--- config.mk ---
export PLATFORM = sky130hd
export DESIGN_NAME = uart_rx_sampler
export DESIGN_NICKNAME = d
export VERILOG_FILES = /design/src/rtl/uart_rx_sampler.sv
export SDC_FILE = /design/constraint.sdc
export NUM_CORES = 1
export LEC_CHECK = 0
export ABC_CLOCK_PERIOD_IN_PS = 2500
export CORE_ASPECT_RATIO = 1.4
export CORE_MARGIN = 1
export CORE_UTILIZATION = 32
export CTS_BUF_LIST = sky130_fd_sc_hd__clkbuf_8
export CTS_CLUSTER_DIAMETER = 200
export DETAILED_ROUTE_END_ITERATION = 16
export PLACE_DENSITY = 0.6
export SLEW_MARGIN = 20
export SYNTH_ARGS = -nofsm -noshare
export SYNTH_HDL_FRONTEND = slang
export SYNTH_SLANG_ARGS = --single-unit
--- constraint.sdc ---
create_clock -name CLK -period 2.5 [get_ports CLK]
set_input_delay 0.25 -clock CLK [delete_from_list [all_inputs] [get_ports CLK]]
set_output_delay 0.25 -clock CLK [all_outputs]
set_load 0.005 [all_outputs]
--- src/rtl/uart_rx_sampler.sv ---
// rtl/uart_rx_sampler.sv - UART RX oversampling edge/bit counters with 2-of-3 majority-vote sampler
// Optional input synchronizer: define UART_RX_SYNC_EN to pass RX_IN through two reset-to-1 flops.
module uart_rx_sampler #(
    parameter int DATA_WIDTH = 8,
    parameter int PRESCALE_W = 6,
    localparam int BCW = (DATA_WIDTH > 1) ? $clog2(DATA_WIDTH) : 1
) (
    input  logic                  CLK,
    input  logic                  RST,
    input  logic                  RX_IN,
    input  logic [PRESCALE_W-1:0] Prescale,
    input  logic                  Edge_EN_CNT,
    input  logic                  Bit_EN_CNT,
    input  logic                  Data_Sample_EN,
    output logic [PRESCALE_W-1:0] Edge_Count,
    output logic [BCW-1:0]        Bit_Counter,
    output logic                  Done,
    output logic                  Sampled_Bit,
    output logic                  Sampling_done
);

    localparam logic [PRESCALE_W-1:0] ONE = PRESCALE_W'(1);
    localparam logic [PRESCALE_W-1:0] TWO = PRESCALE_W'(2);
    localparam logic [BCW-1:0]        BIT_LAST = BCW'(DATA_WIDTH - 1);

    logic [PRESCALE_W-1:0] p_eff;
    logic [PRESCALE_W-1:0] p_last;
    logic [PRESCALE_W-1:0] half;
    logic                  rx_line;
    logic                  sample_on;
    logic                  s0;
    logic                  s1;

    // Unsupported ratios fall back to 8x oversampling so the counter can never lock up.
    always_comb begin
        p_eff = PRESCALE_W'(8);
        if (Prescale == PRESCALE_W'(16) || Prescale == PRESCALE_W'(32)) begin
            p_eff = Prescale;
        end
    end

    assign p_last    = p_eff - ONE;
    assign half      = p_eff >> 1;
    // >= rather than == so a mid-bit drop of Prescale still terminates the bit.
    assign Done      = Edge_EN_CNT && (Edge_Count >= p_last);
    assign sample_on = Edge_EN_CNT && Data_Sample_EN;

`ifdef UART_RX_SYNC_EN
    logic [1:0] sync_q;

    // Two-flop metastability guard on the asynchronous serial line; idles high.
    always_ff @(posedge CLK or negedge RST) begin
        if (!RST) begin
            sync_q <= 2'b11;
        end else begin
            sync_q <= {sync_q[0], RX_IN};
        end
    end

    assign rx_line = sync_q[1];
`else
    assign rx_line = RX_IN;
`endif

    // Oversample tick counter: restarts whenever disabled and at the last tick of each bit.
    always_ff @(posedge CLK or negedge RST) begin
        if (!RST) begin
            Edge_Count <= '0;
        end else if (!Edge_EN_CNT || Done) begin
            Edge_Count <= '0;
        end else begin
            Edge_Count <= Edge_Count + ONE;
        end
    end

    // Data bit index: advances at the end of each bit period, disable has priority.
    always_ff @(posedge CLK or negedge RST) begin
        if (!RST) begin
            Bit_Counter <= '0;
        end else if (!Bit_EN_CNT) begin
            Bit_Counter <= '0;
        end else if (Done) begin
            Bit_Counter <= (Bit_Counter == BIT_LAST) ? '0 : Bit_Counter + BCW'(1);
        end
    end

    // Capture two samples before mid-bit; the third (mid-bit) sample feeds the vote directly.
    always_ff @(posedge CLK or negedge RST) begin
        if (!RST) begin
            s0            <= 1'b1;
            s1            <= 1'b1;
            Sampled_Bit   <= 1'b1;
            Sampling_done <= 1'b0;
        end else begin
            Sampling_done <= 1'b0;
            if (!sample_on) begin
                s0 <= 1'b1;
                s1 <= 1'b1;
            end else begin
                if (Edge_Count == half - TWO) begin
                    s0 <= rx_line;
                end
                if (Edge_Count == half - ONE) begin
                    s1 <= rx_line;
                end
                if (Edge_Count == half) begin
                    Sampled_Bit   <= (s0 & s1) | (s0 & rx_line) | (s1 & rx_line);
                    Sampling_done <= 1'b1;
                end
            end
        end
    end

endmodule

Yosys cells after proc, flatten, opt, wreduce, memory -nomap -nowiden. Index checks and enable logic that the tools add are counted. W data, S select, Z words.

Bits in registers: 13. Bits of input ports: 12. Output and inout bits: 12. Logic and storage cells: 43.

$add $sub $neg: 5. $lt $le $gt $ge: 1. Eq/ne operators: 9. Mux-type cells: 11. Bitwise gates (word level): 5. Reduce and logical (&&, ||, !) cells: 6.

Operators with widths (count): $eq A6 B6 Y1 (2); $mux W6 (2); $mux W3 (3); $add A6 B1 Y6 const B (1); $eq A6 B5 Y1 (1); $eq A6 B5 Y1 const B (1); $eq A6 B6 Y1 const B (1); $ge A6 B6 Y1 (1); $mux W1 (6); $ne A2 B1 Y1 const B (3); $sub A5 B1 Y6 const B (1); $sub A5 B2 Y6 const B (1); $sub A6 B1 Y6 const B (1); $add A3 B1 Y3 const B (1); $and A1 B1 Y1 (3); $eq A3 B3 Y1 const B (1); $logic_and A1 B1 Y1 (2); $logic_or A1 B1 Y1 (2); $or A1 B1 Y1 (2); $reduce_and A2 Y1 (1); $logic_not A1 Y1 (1).

Depth between registers and ports, before layout.
Word-level depth: 8. Gate-level depth with buffers: 13. Mapped depth without buffers: 11.

Worst setup path before layout. No wires, ideal clock.

Kind: input-to-reg. Start point: input port Prescale[0]. End point: register Bit_Counter[0]. Setup time: 0.079 ns. Arrival time: 2.589 ns. Data required time: 2.421 ns. Setup slack: -0.169 ns. Cell stages on the path: 13. Buffers on the path: 2. Path through: nor4_1 -> nand2_1 -> inv_1 -> ha_1 -> buf_1 -> xor2_1 -> ha_1 -> nand3_1 -> o21ai_0 -> a21oi_1 -> nor2b_1 -> clkbuf_1 -> mux2i_1.

Cells in the longest elaborated chain, start to end: 7. Elaborated cells on any way between the ends: 8. Classes of those cells: add/sub: 1; order compare: 1; eq/ne: 3; mux: 1; reduce/logical: 2.

Ends and longest elaborated chain: start: declaration (RTL line 11) `input logic [PRESCALE_W-1:0] Prescale,`; $eq A6 B5 Y1 or $eq A6 B6 Y1 (tied branches) (RTL line 37) `if (Prescale == PRESCALE_W'(16) || Prescale == PRESCALE_W'(32)) begin`; $logic_or A1 B1 Y1 (RTL line 37); $mux W6 (*) (RTL line 37); $sub A6 B1 Y6 (*) (RTL line 42) `assign p_last = p_eff - ONE;`; $ge A6 B6 Y1 (*) (RTL line 45) `assign Done = Edge_EN_CNT && (Edge_Count >= p_last);`; $logic_and A1 B1 Y1 (*) (RTL line 45); net Done (RTL line 17) `output logic Done,`; $ne A2 B1 Y1 (no line) (*); end signal: assignment (RTL line 83) `Bit_Counter <= (Bit_Counter == BIT_LAST) ? '0 : Bit_Counter + BCW'(1);`; end: declaration (RTL line 16) `output logic [BCW-1:0] Bit_Counter,`.

Mark *: on every way through the listed nets, which the timed path passes. The rest lies on a longest branch. A chain may end at the register's enable or synchronous reset.

Worst setup path in the final report.
Start point: input port Prescale[2]. End point: register Bit_Counter[0].

Cells in the longest elaborated chain, start to end: 7. Elaborated cells on any way between the ends: 8. Classes of those cells: add/sub: 1; order compare: 1; eq/ne: 3; mux: 1; reduce/logical: 2.

Ends and longest elaborated chain (RTL line): $eq A6 B5 Y1 or $eq A6 B6 Y1 (tied branches) (37); $logic_or A1 B1 Y1 (37); $mux W6 (*) (37); $sub A6 B1 Y6 (*) (42); $ge A6 B6 Y1 (*) (45); $logic_and A1 B1 Y1 (*) (45); $ne A2 B1 Y1 (no line) (*).

Mark *: on every way between the ends. The rest lies on a longest branch, timed or not.

==> impl_metrics.yaml <==
status:
  status: "completed"
sta:
  finalSetupTns_ps: 0
  max_freq_ghz: 0.413
  slew_violations: 0
  postLayoutSetupSlackWorst_ps: 80.2
  period_needed_ps: 2420
  skew_ps: 0.904
  max_slew_margin: 0.595
  worst_slew_pin_slew_ps: 606
  hold_viol: 0
  finalSetupViolCount: 0
  period_share: 0.968
logic_synthesis:
  syn_area_per_cell_um2: 8.95
  ys_ff_latch: 13
  ys_types: 39
  yosysSeqAreaShare: 0.312
  syn_area_um2: 1060
  ys_warn_count: 0
  synth_async_sr_flop_share: 1.00
  synth_edf_count: 0
  netlist_instances: 118
  ys.flop_type: "dfrtp_1"
die:
  initial_utilization: 0.338
  die_h_um: 70.0
  core_um2: 3120
  io_pins: 24
  rows: 24
  die_x_um: 50.6
  die_area_um2: 3540
critical_path:
  path_class: "primary input to flip-flop"
  cp.arrival_ps: 2550
  required_ps: 2630
  crit_path_end_kind: "flip-flop"
  start_kind: "primary input"
  critPathLaunch: "Prescale[2]"
  rr_startpoint: "Edge_Count[0]$_DFF_PN0_"
  worst-path-max-fanout: 3
route:
  via_count: 1027
  viasPerCell: 4.96
  wl_mm: 2.69
  wl_per_cell_um: 13.0
  drt_pre_antenna_iters: 4
  drtAntennaViolNets: 0
  post-route-drc-count: 0
  drt_iter0_markers: 18
cts:
  cts_hold_buffers: 0
  cts_buffers: 3
  clk_root_buffer_cell: "clkbuf_8"
  cts_tree: "done"
  clk_latency_ps: 240
  cts_buffer_depth: 2
  h-tree-depth: 1
  clkTransAtPathRegs_ps: 50
  clock_sinks: 13
place:
  place_ws_ps: -583
  placed_area_um2: 1440
  place_congestion: 0.825
  portBuffers: 23
  dpl.hpwl_mm: 2.02
  placed_cells: 193
global_route:
  grt_max_degree: 14
  grtUsageTotal: 0.161
  grt_overflow: 0
  antenna_found_initial: 0
  grt_pass1_wl_mm: 4.52
  grt_pass1_vias: 1041
pwr:
  p_leak_nw: 0.724
  power.density_nw_per_um2: 388
  vdd_ir_drop_max_mv: 0.365
final_layout:
  final_cell_count_no_fill: 207
  diodes: 0
  nFillCells: 326
  design_area_um2: 1580
  finalNetCount: 193
  drive_above_1_share: 0.268
  syn2layout_area_growth_pct: 49.2
run:
  maxCapViolCount: 0
worst_hold_path:
  worstHoldPathType: "primary input to async pin"
-- path summary, 6_finish.rpt --
| kind | end | slack, ps | cells after the start |
|---|---|---|---|
| max | Bit_Counter[0]$_DFFE_PN0P_ | 80 | 15 |
| min reg2reg | s1$_DFFE_PN1P_ | 550 | 2 |
| min in group CLK | s1$_DFFE_PN1P_ | 550 | 2 |
| max in group asynchronous | Edge_Count[5]$_DFF_PN0_ | 1720 | 1 |
| max reg2reg | Bit_Counter[0]$_DFFE_PN0P_ | 430 | 11 |
| min | Sampling_done$_DFF_PN0_ | 390 | 1 |
-- metrics by stage --
| step | hold WS (ps) | util | power [mW] |
|---|---|---|---|
| 6_report | 390 | 0.504 | 0.611 |
| 5_1_grt | 437 | 0.504 | 0.642 |
| 4_1_cts | 408 | 0.497 | 0.608 |
| 3_5_place_dp | 541 | 0.460 | 0.414 |
| 3_3_place_gp | 519 | 0.460 | 0.408 |
| 2_1_floorplan | -45.6 | - | 0.320 |
-- worst max-delay path, cell delays in order --
cell and delay [ps]:
dlygate4sd2_1 260, nor4_4 240, nand2_1 120, inv_2 90, ha_4 140, xor2_2 130
ha_1 270, a21oi_2 150, o21ai_2 80, a21oi_2 200, nor2b_1 80, buf_4 130
buf_4 120, buf_4 150, mux2i_1 120
-- sequential cells by signal, indices dropped and copies added (netlist names) --
| name | flops |
|---|---|
| s0 | 1 |
| Bit_Counter | 3 |
| Sampled_Bit | 1 |
| Edge_Count | 6 |
| Sampling_done | 1 |
| s1 | 1 |
-- cells by family (layout without fill, tap and decap cells) --
| kind of cell | count (synthesis) | after routing | share of synthesized area |
|---|---|---|---|
| AOI/OAI and AO/OA | 15 | 15 | 0.0924 |
| and+or+nand+nor | 50 | 50 | 0.257 |
| adders and majority gates | 13 | 13 | 0.152 |
| other | 2 | 7 | 0.00711 |
| buffers and inverters | 9 | 54 | 0.0391 |
| muxes | 6 | 6 | 0.0581 |
| xor gates and xnor gates | 10 | 10 | 0.0829 |
| DFF | 13 | 13 | 0.312 |
-- timing repair --
| item | 4_1_cts | 5_1_grt |
|---|---|---|
| pin swaps | 7 | 6 |
| setup endpoints to repair | 4 | 4 |
| resized for setup | 17 | 6 |
| buffers inserted | 8 | 2 |
-- synthesized netlist by cell type (all sizes together) (2+ instances only) --
| cell type | n | area, µm² |
|---|---|---|
| o21ai | 4 | 20.0 |
| xnor2 | 5 | 43.8 |
| nor4bb | 2 | 20.0 |
| dfstp | 3 | 78.8 |
| nand2 | 11 | 41.3 |
| a21oi | 5 | 25.0 |
| clkbuf | 2 | 7.51 |
| ha | 12 | 150 |
| nor3 | 2 | 10.0 |
| xor2 | 5 | 43.8 |
| inv | 3 | 11.3 |
| buf | 4 | 22.5 |
| conb | 2 | 7.51 |
| dfrtp | 10 | 250 |
| nor2 | 13 | 48.8 |
| or4 | 2 | 18.8 |
| nor2b | 2 | 12.5 |
| mux2i | 5 | 50.1 |
| nand3 | 7 | 35.0 |
| nor3b | 2 | 15.0 |
-- cells in the final DEF (no fill, tap or decap), types with 2 or more instances in the layout --
cell             instances
a21oi_1                  3
clkdlybuf4s50_1         16
o21ai_0                  3
nor2b_1                  2
ha_1                    11
clkbuf_2                 2
dfstp_2                  3
nand2_1                 11
nor2_1                  13
dlygate4sd2_1            4
clkbuf_8                 3
nor3_1                   2
conb_1                   7
dfrtp_1                 10
nor4bb_1                 2
inv_1                    3
xnor2_1                  5
buf_4                   24
nor3b_1                  2
a21oi_2                  2
nand3_1                  7
xor2_1                   4
mux2i_1                  5
-- power breakdown --
part,total [mW],switching [mW],internal (mW)
combinational,0.187,0.0826,0.105
clock,0.183,0.0742,0.108
sequential,0.241,0.00900,0.232
total,0.611,0.166,0.445
-- per-layer routing --
layer  routed length [µm]  global-route usage  vias up
li1                     -                   -      508
met4                   27              0.0370        0
met2                 1530               0.314       21
met3                   68              0.0196        4
met5                    0                   0        -
met1                 1070               0.177      494
-- layout make-up --
class | count | area [µm²] | share of cell area
Inverter | 3 | 11.3 | 0.00715
Clock inverter | 1 | 3.75 | 0.00238
Multi-Input combinational cell | 101 | 751 | 0.477
Sequential cell | 13 | 329 | 0.209
Timing Repair Buffer | 47 | 390 | 0.248
Tap cell | 39 | 48.8 | 0.0310
Clock buffer | 3 | 41.3 | 0.0262
Note: power is estimated with default switching activity, not from simulation.
